File: src/rtl/dl_watch_report_ctrl.sv
// Deadlock watch/report controller: confirms a persistent deadlock report, broadcasts
// the origin process, streams the dependency-cycle members to the bench, then halts.
module dl_watch_report_ctrl #(
   parameter int PROC_NUM       = 4,
   parameter int CONFIRM_CYCLES = 16,
   parameter int IDX_W          = 2,
   parameter int TIME_W         = 32
) (
   input  logic                dl_clock,
   input  logic                dl_reset,
   input  logic [PROC_NUM-1:0] dl_in_vec,
   input  logic                all_finish,
   output logic                dl_detect_out,
   output logic [PROC_NUM-1:0] origin,
   output logic                token_clear,
   output logic                rpt_valid,
   input  logic                rpt_ready,
   output logic [IDX_W-1:0]    rpt_proc,
   output logic                rpt_last,
   output logic [TIME_W-1:0]   detect_time,
   output logic                dl_fatal
);

   localparam int CONF_W  = $clog2(CONFIRM_CYCLES + 1);
   localparam int PHASE_W = $clog2(PROC_NUM + 2);
   localparam logic [CONF_W-1:0]  CONF_LAST  = CONF_W'(CONFIRM_CYCLES - 1);
   localparam logic [PHASE_W-1:0] PHASE_LAST = PHASE_W'(PROC_NUM);

   typedef enum logic [2:0] {
      IDLE, CONFIRM, DETECT, REPORT, CLEAR, HALT
   } state_t;

   state_t state, state_next;

   logic [TIME_W-1:0]   time_cnt;
   logic [CONF_W-1:0]   conf_cnt;
   logic [PHASE_W-1:0]  phase_cnt;
   logic [IDX_W-1:0]    cand;
   logic [PROC_NUM-1:0] member_mask;
   logic [PROC_NUM-1:0] eff;
   logic [PROC_NUM-1:0] head_bit;
   logic [IDX_W-1:0]    eff_low;
   logic [IDX_W-1:0]    mask_low;
   logic                mask_single;
   logic                cand_live;
   logic                episode_now;
   logic                episode_next;

   function automatic logic [IDX_W-1:0] lowest_idx(input logic [PROC_NUM-1:0] v);
      lowest_idx = '0;
      for (int i = PROC_NUM - 1; i >= 0; i--) begin
         if (v[i]) lowest_idx = IDX_W'(i);
      end
   endfunction

   always_comb begin
      eff          = dl_in_vec & ~{PROC_NUM{all_finish}};
      eff_low      = lowest_idx(eff);
      mask_low     = lowest_idx(member_mask);
      head_bit     = PROC_NUM'(1) << mask_low;
      mask_single  = (member_mask != '0) &&
                     ((member_mask & (member_mask - PROC_NUM'(1))) == '0);
      cand_live    = eff[cand];
      episode_now  = (state == DETECT) || (state == REPORT);
      episode_next = (state_next == DETECT) || (state_next == REPORT);
      rpt_valid    = (state == REPORT);
      rpt_proc     = rpt_valid ? mask_low : '0;
      rpt_last     = rpt_valid && mask_single;
      token_clear  = (state == CLEAR);
   end

   always_comb begin
      state_next = state;
      case (state)
         IDLE:    if (eff != '0) state_next = CONFIRM;
         CONFIRM: begin
            if (all_finish || !cand_live) state_next = IDLE;
            else if (conf_cnt == CONF_LAST) state_next = DETECT;
         end
         DETECT: begin
            if (all_finish) state_next = CLEAR;
            else if (phase_cnt == PHASE_LAST) state_next = REPORT;
         end
         REPORT:  if (rpt_ready && mask_single) state_next = CLEAR;
         CLEAR:   state_next = dl_fatal ? HALT : IDLE;
         HALT:    state_next = HALT;
         default: state_next = IDLE;
      endcase
   end

   always_ff @(posedge dl_clock or negedge dl_reset) begin
      if (!dl_reset) state <= IDLE;
      else           state <= state_next;
   end

   // dl_detect_out/origin drop on the edge into CLEAR so CLEAR itself shows them low.
   always_ff @(posedge dl_clock or negedge dl_reset) begin
      if (!dl_reset) begin
         time_cnt      <= '0;
         conf_cnt      <= '0;
         phase_cnt     <= '0;
         cand          <= '0;
         member_mask   <= '0;
         detect_time   <= '0;
         dl_fatal      <= 1'b0;
         dl_detect_out <= 1'b0;
         origin        <= '0;
      end else begin
         time_cnt      <= time_cnt + TIME_W'(1);
         dl_detect_out <= episode_now && episode_next;
         origin        <= (episode_now && episode_next) ? (PROC_NUM'(1) << cand) : '0;
         case (state)
            IDLE: begin
               if (eff != '0) begin
                  cand     <= eff_low;
                  conf_cnt <= CONF_W'(1);
               end
            end
            CONFIRM: begin
               if (all_finish || !cand_live) begin
                  conf_cnt <= '0;
               end else if (conf_cnt == CONF_LAST) begin
                  conf_cnt    <= '0;
                  detect_time <= time_cnt;
                  member_mask <= eff;
                  phase_cnt   <= '0;
               end else begin
                  conf_cnt <= conf_cnt + CONF_W'(1);
               end
            end
            DETECT: begin
               phase_cnt <= phase_cnt + PHASE_W'(1);
               if (all_finish) member_mask <= '0;
               else            member_mask <= member_mask | dl_in_vec;
            end
            REPORT: begin
               if (rpt_ready) begin
                  member_mask <= member_mask & ~head_bit;
                  if (mask_single) dl_fatal <= 1'b1;
               end
            end
            default: ;
         endcase
      end
   end

endmodule

File: config.mk
export PLATFORM = sky130hd
export DESIGN_NAME = dl_watch_report_ctrl
export DESIGN_NICKNAME = d
export VERILOG_FILES = /design/src/rtl/dl_watch_report_ctrl.sv
export SDC_FILE = /design/constraint.sdc
export NUM_CORES = 1
export LEC_CHECK = 0
export ABC_AREA = 1
export CAP_MARGIN = 30
export CORE_ASPECT_RATIO = 0.5
export CORE_MARGIN = 5
export CORE_UTILIZATION = 51
export DETAILED_ROUTE_END_ITERATION = 16
export HOLD_SLACK_MARGIN = 0.02
export MAX_ROUTING_LAYER = met4
export PLACE_DENSITY = 0.83
export SYNTH_ARGS = -nofsm -noshare
export SYNTH_HDL_FRONTEND = slang
export SYNTH_SLANG_ARGS = --single-unit
File: constraint.sdc
create_clock -name dl_clock -period 3.9 [get_ports dl_clock]
set_input_delay 0.585 -clock dl_clock [delete_from_list [all_inputs] [get_ports dl_clock]]
set_output_delay 0.585 -clock dl_clock [all_outputs]
set_load 0.05 [all_outputs]
# Yosys cells after proc, flatten, opt, wreduce, memory -nomap -nowiden
# Cells that the tools add are included.
# word_totals
out_inout_bits	43
register_bits	87
word_cells	90
# classes
bitwise_logic	7
mux	32
n_eq_ne	13
add_sub_neg	4
shift	2
n_lt_le_gt_ge	1
n_reduce_logical	21
# op_table
operator	n
adder 32 x 1 -> 32 bit, second input constant	1
2-to-1 mux 3 bit	9
2-to-1 mux 4 bit	5
2-to-1 mux 2 bit	9
case mux 3 bit (6 select lines)	1
2-to-1 mux 5 bit	3
bitwise AND 4 bit	3
equality test 3 x 2 -> 1 bit, second input constant	4
case mux 4 bit (3 select lines)	1
case mux 5 bit (2 select lines)	1
equality test 3 bit, second input constant	3
AND reduction 3 bit	3
inverter 4 bit	2
nonzero test 4 bit	2
<< shifter 1 x 2 -> 4 bit, first input constant	2
inequality test 2 bit, second input constant	3
case mux 3 bit (2 select lines)	1
adder 5 x 1 -> 5 bit, second input constant	1
equality test 5 x 4 -> 1 bit, second input constant	1
logical AND 1 bit	4
zero test 4 bit	1
OR 4 bit	1
AND reduction 2 bit	2
AND reduction 4 bit	1
other kinds (13)	16

# Depth between registers and ports, before layout
# logic_depth
depth_word	12
mapped_depth	11
mapped_depth_nobuf	11

# Least setup slack after synthesis
# No wires, ideal clock.
# synth_path
path_kind	reg-to-output
startpoint	register state[1]
endpoint	output port rpt_proc[0]
n_path_buf	0
t_arrival_ps	2538
path_stages_with_launch	5
setup_slack_ps	777
cell_sequence	dfrtp_1 -> nand2_1 -> nor2_1 -> inv_2 -> nor3_1
# synth_between
elab_chain_len	2
# synth_rtl
element	line	source
from (decl)	33	state_t state, state_next;
from (signal assigned)	93	else state <= state_next;
equality test 3 x 2 -> 1 bit	66	rpt_valid = (state == REPORT);
named net rpt_valid	16	output logic rpt_valid,
2-to-1 mux 2 bit	67	rpt_proc = rpt_valid ? mask_low : '0;
to (decl)	18	output logic [IDX_W-1:0] rpt_proc,
# The timed path passes the listed nets, and every way through them passes these cells.

# Final worst setup path
# layout_path
startpoint	register state[2]
endpoint	output port rpt_proc[0]
# layout_between
elab_chain_len	2
# layout_rtl
element	line
equality test 3 x 2 -> 1 bit	66
2-to-1 mux 2 bit	67
# Every way passes these cells.

==> flow_summary.yaml <==
status:
  status: "complete, no violations"
setup_path:
  r2r-start: "conf_cnt[1]"
  max_stage_delay_ps: 830
  critPathBufInv: 2
  critPathKind: "reg -> out"
  crit_fanout: 7
  end_kind: "primary output"
  cp-startpoint: "state[2]"
  path_cells: "nor2_1 > inv_2 > nor3_1 > clkdlybuf4s50_1"
  crit_arrival_ps: 2370
  start_kind: "flop"
  cp_top_family: "buffers and inverters"
  cp_slowest_cell: "clkdlybuf4s50_1"
  crit_required_ps: 3310
detailed_routing:
  drt_iter0_markers: 330
  routedWlPerCell_um: 13.4
  wirelength_um: 9380
  avgViaCountPerCell: 5.06
  ant_nets: 0
  drc: 0
  drtPass1Iterations: 4
  vias: 3541
floorplanning:
  num_rows: 23
  die_w_um: 139
  die_h_um: 74.6
  dieArea_um2: 10400
  core_area_um2: 8060
  ios: 51
  start_util_pct: 52.9
power_and_ir_drop:
  pwr_density_cell_nw_per_um2: 340
  ir_worst_vdd_mv: 0.219
  p_leak_uw: 0.00233
final_layout:
  drive_gt1_share_pct: 6.80
  mostFrequentLayoutCells: "nand2_1, dfrtp_1, inv_1"
  syn_to_final_growth_pct: 20.7
  nFillCells: 712
  fin_util_pct: 63.9
  diodes: 0
  nets: 596
  mostFrequentLayoutCell: "nand2_1"
synth:
  syn-cell-area_um2: 4260
  yosysTopAreaCell: "dfrtp_1"
  synth_warnings: 0
  synthCells: 529
  synth_nets: 541
  synth_seq_cells: 87
  synth_top_area_share_pct: 51.1
  ys_seq_area_share_pct: 51.1
  avgSynthCellArea_um2: 8.06
  yosys-top-cells-area: "dfrtp_1, nand2_1, inv_1"
  synthDistinctLibCells: 32
sta:
  tightestPinTransition_ps: 667
  setup_violations: 0
  finalSetupTns_ps: 0
  period_share_pct: 75.7
  fin_crit_ps: 2950
  hold_viol_final: 0
  finalMaxSlewViolations: 0
  slew_headroom_pct: 55.6
  clock_skew_ps: 7.39
  max_freq_mhz: 339
  rsz0062_at_grt: "no"
clock_tree:
  cts_tree: "built"
  cts_buffers: 9
  cts_max_level: 3
  cts_setup_buffers: 0
  root_buffer: "clkbuf_16"
  cts.sinks: 87
  clockBufferDepth: 2
  worstSkewPairLatency_ps: 340
  postCtsResizedCells: 0
  clk_pin_slew_ps: 60
  hold_buffers: 0
place:
  place_congestion: 0.901
  hpwl_um: 6880
  port_buffers: 50
min_path:
  hp-class: "in -> async"
global_route:
  grt_max_degree: 69
  grt_overflow: 0
  grt_pass1_vias: 3559
  grtUsageTotal_pct: 20.3
  grt_pass1_wl_um: 16200
  antenna_found_initial: 0
flow_run:
  max_cap_violations: 0
final cells by class:
| type | count | area (µm²) | share of cell area (%) |
|---|---|---|---|
| Clock buffer | 11 | 243 | 4.72 |
| Multi-Input combinational cell | 367 | 1770 | 34.5 |
| Inverter | 68 | 255 | 4.96 |
| Timing Repair Buffer | 51 | 526 | 10.2 |
| Tap cell | 112 | 140 | 2.72 |
| Clock inverter | 4 | 32.5 | 0.632 |
| Sequential cell | 87 | 2180 | 42.3 |
logic make-up after synthesis:
kind of cell / count (synthesis) / synth area share (%)
buffers and inverters: 75 / 7.34
AOI/OAI and AO/OA: 45 / 5.99
xor gates and xnor gates: 19 / 3.90
and+or+nand+nor: 299 / 30.5
DFF: 87 / 51.1
adders and majority gates: 4 / 1.17
where the power goes:
| part | internal (µW) | switching (µW) |
|---|---|---|
| clock network | 447 | 343 |
| registers | 904 | 1.21 |
| logic | 16.7 | 37.9 |
| total | 1370 | 382 |
routing by layer:
layer | wire, µm | track usage, % | up-vias
li1 | - | - | 1782
met1 | 4250 | 24.0 | 1641
met2 | 4430 | 33.3 | 102
met3 | 550 | 6.85 | 16
met4 | 140 | 7.27 | 0
met5 | 0 | - | -
path summary, 6_finish.rpt:
| path | cells after the start | slack (ps) | end |
|---|---|---|---|
| max | 4 | 950 | rpt_proc[0] |
| min | 1 | 140 | detect_time[0] |
| max reg2reg | 5 | 1870 | detect_time[6] |
| min reg2reg | 2 | 480 | detect_time[1] |
| max in group asynchronous | 2 | 3150 | origin[3] |
| min in group dl_clock | 2 | 480 | detect_time[1] |
synthesized netlist by cell type:
cell      count
buf_8         1
buf_2         4
nand3_1      42
o21ai_1       6
inv_1        65
o21a_1        1
nand2_2       3
nand2_4       1
inv_2         3
xor2_1       18
o21ai_0      25
a21oi_1       5
a21boi_0      1
ha_1          4
buf_6         2
nand3_4       1
o211ai_1      1
or2_2         1
nand4_1      11
xnor2_1       1
nor2_4        1
o21ai_2       6
nand2_1     159
nor3_1       11
nor3b_1       1
nand3b_2      1
dfrtp_1      87
nand3b_1      1
nor2_1       59
nor3_2        1
nor3_4        1
nor2_2        5
sequential cells by signal, summed over array words and instances (netlist names):
register and count:
member_mask 4, state 3, cand 2, time_cnt 32
phase_cnt 3, dl_fatal 1, conf_cnt 5, dl_detect_out 1
origin 4, detect_time 32
per-stage QoR:
stage / setup WS (ps) / instance area [µm²] / hold slack [ps] / std cells / power [µW]
after floorplan: 777 / 4260 / 289 / 529 / 943
after CTS: 958 / 5150 / 139 / 700 / 1770
final: 946 / 5150 / 139 / 700 / 1750
after global placement: 1280 / 4840 / 453 / 684 / 973
after global routing: 765 / 5150 / 150 / 700 / 1830
after detailed placement: 1100 / 4870 / 467 / 685 / 978
worst register-to-register path, cell delays in order, from the launching register on:
cell and delay [ps]:
dfrtp_1 370, ha_1 190, nand3_1 110, nor2_1 270, nand3_4 540, o21ai_0 440
(Power assumes the default switching activity.)
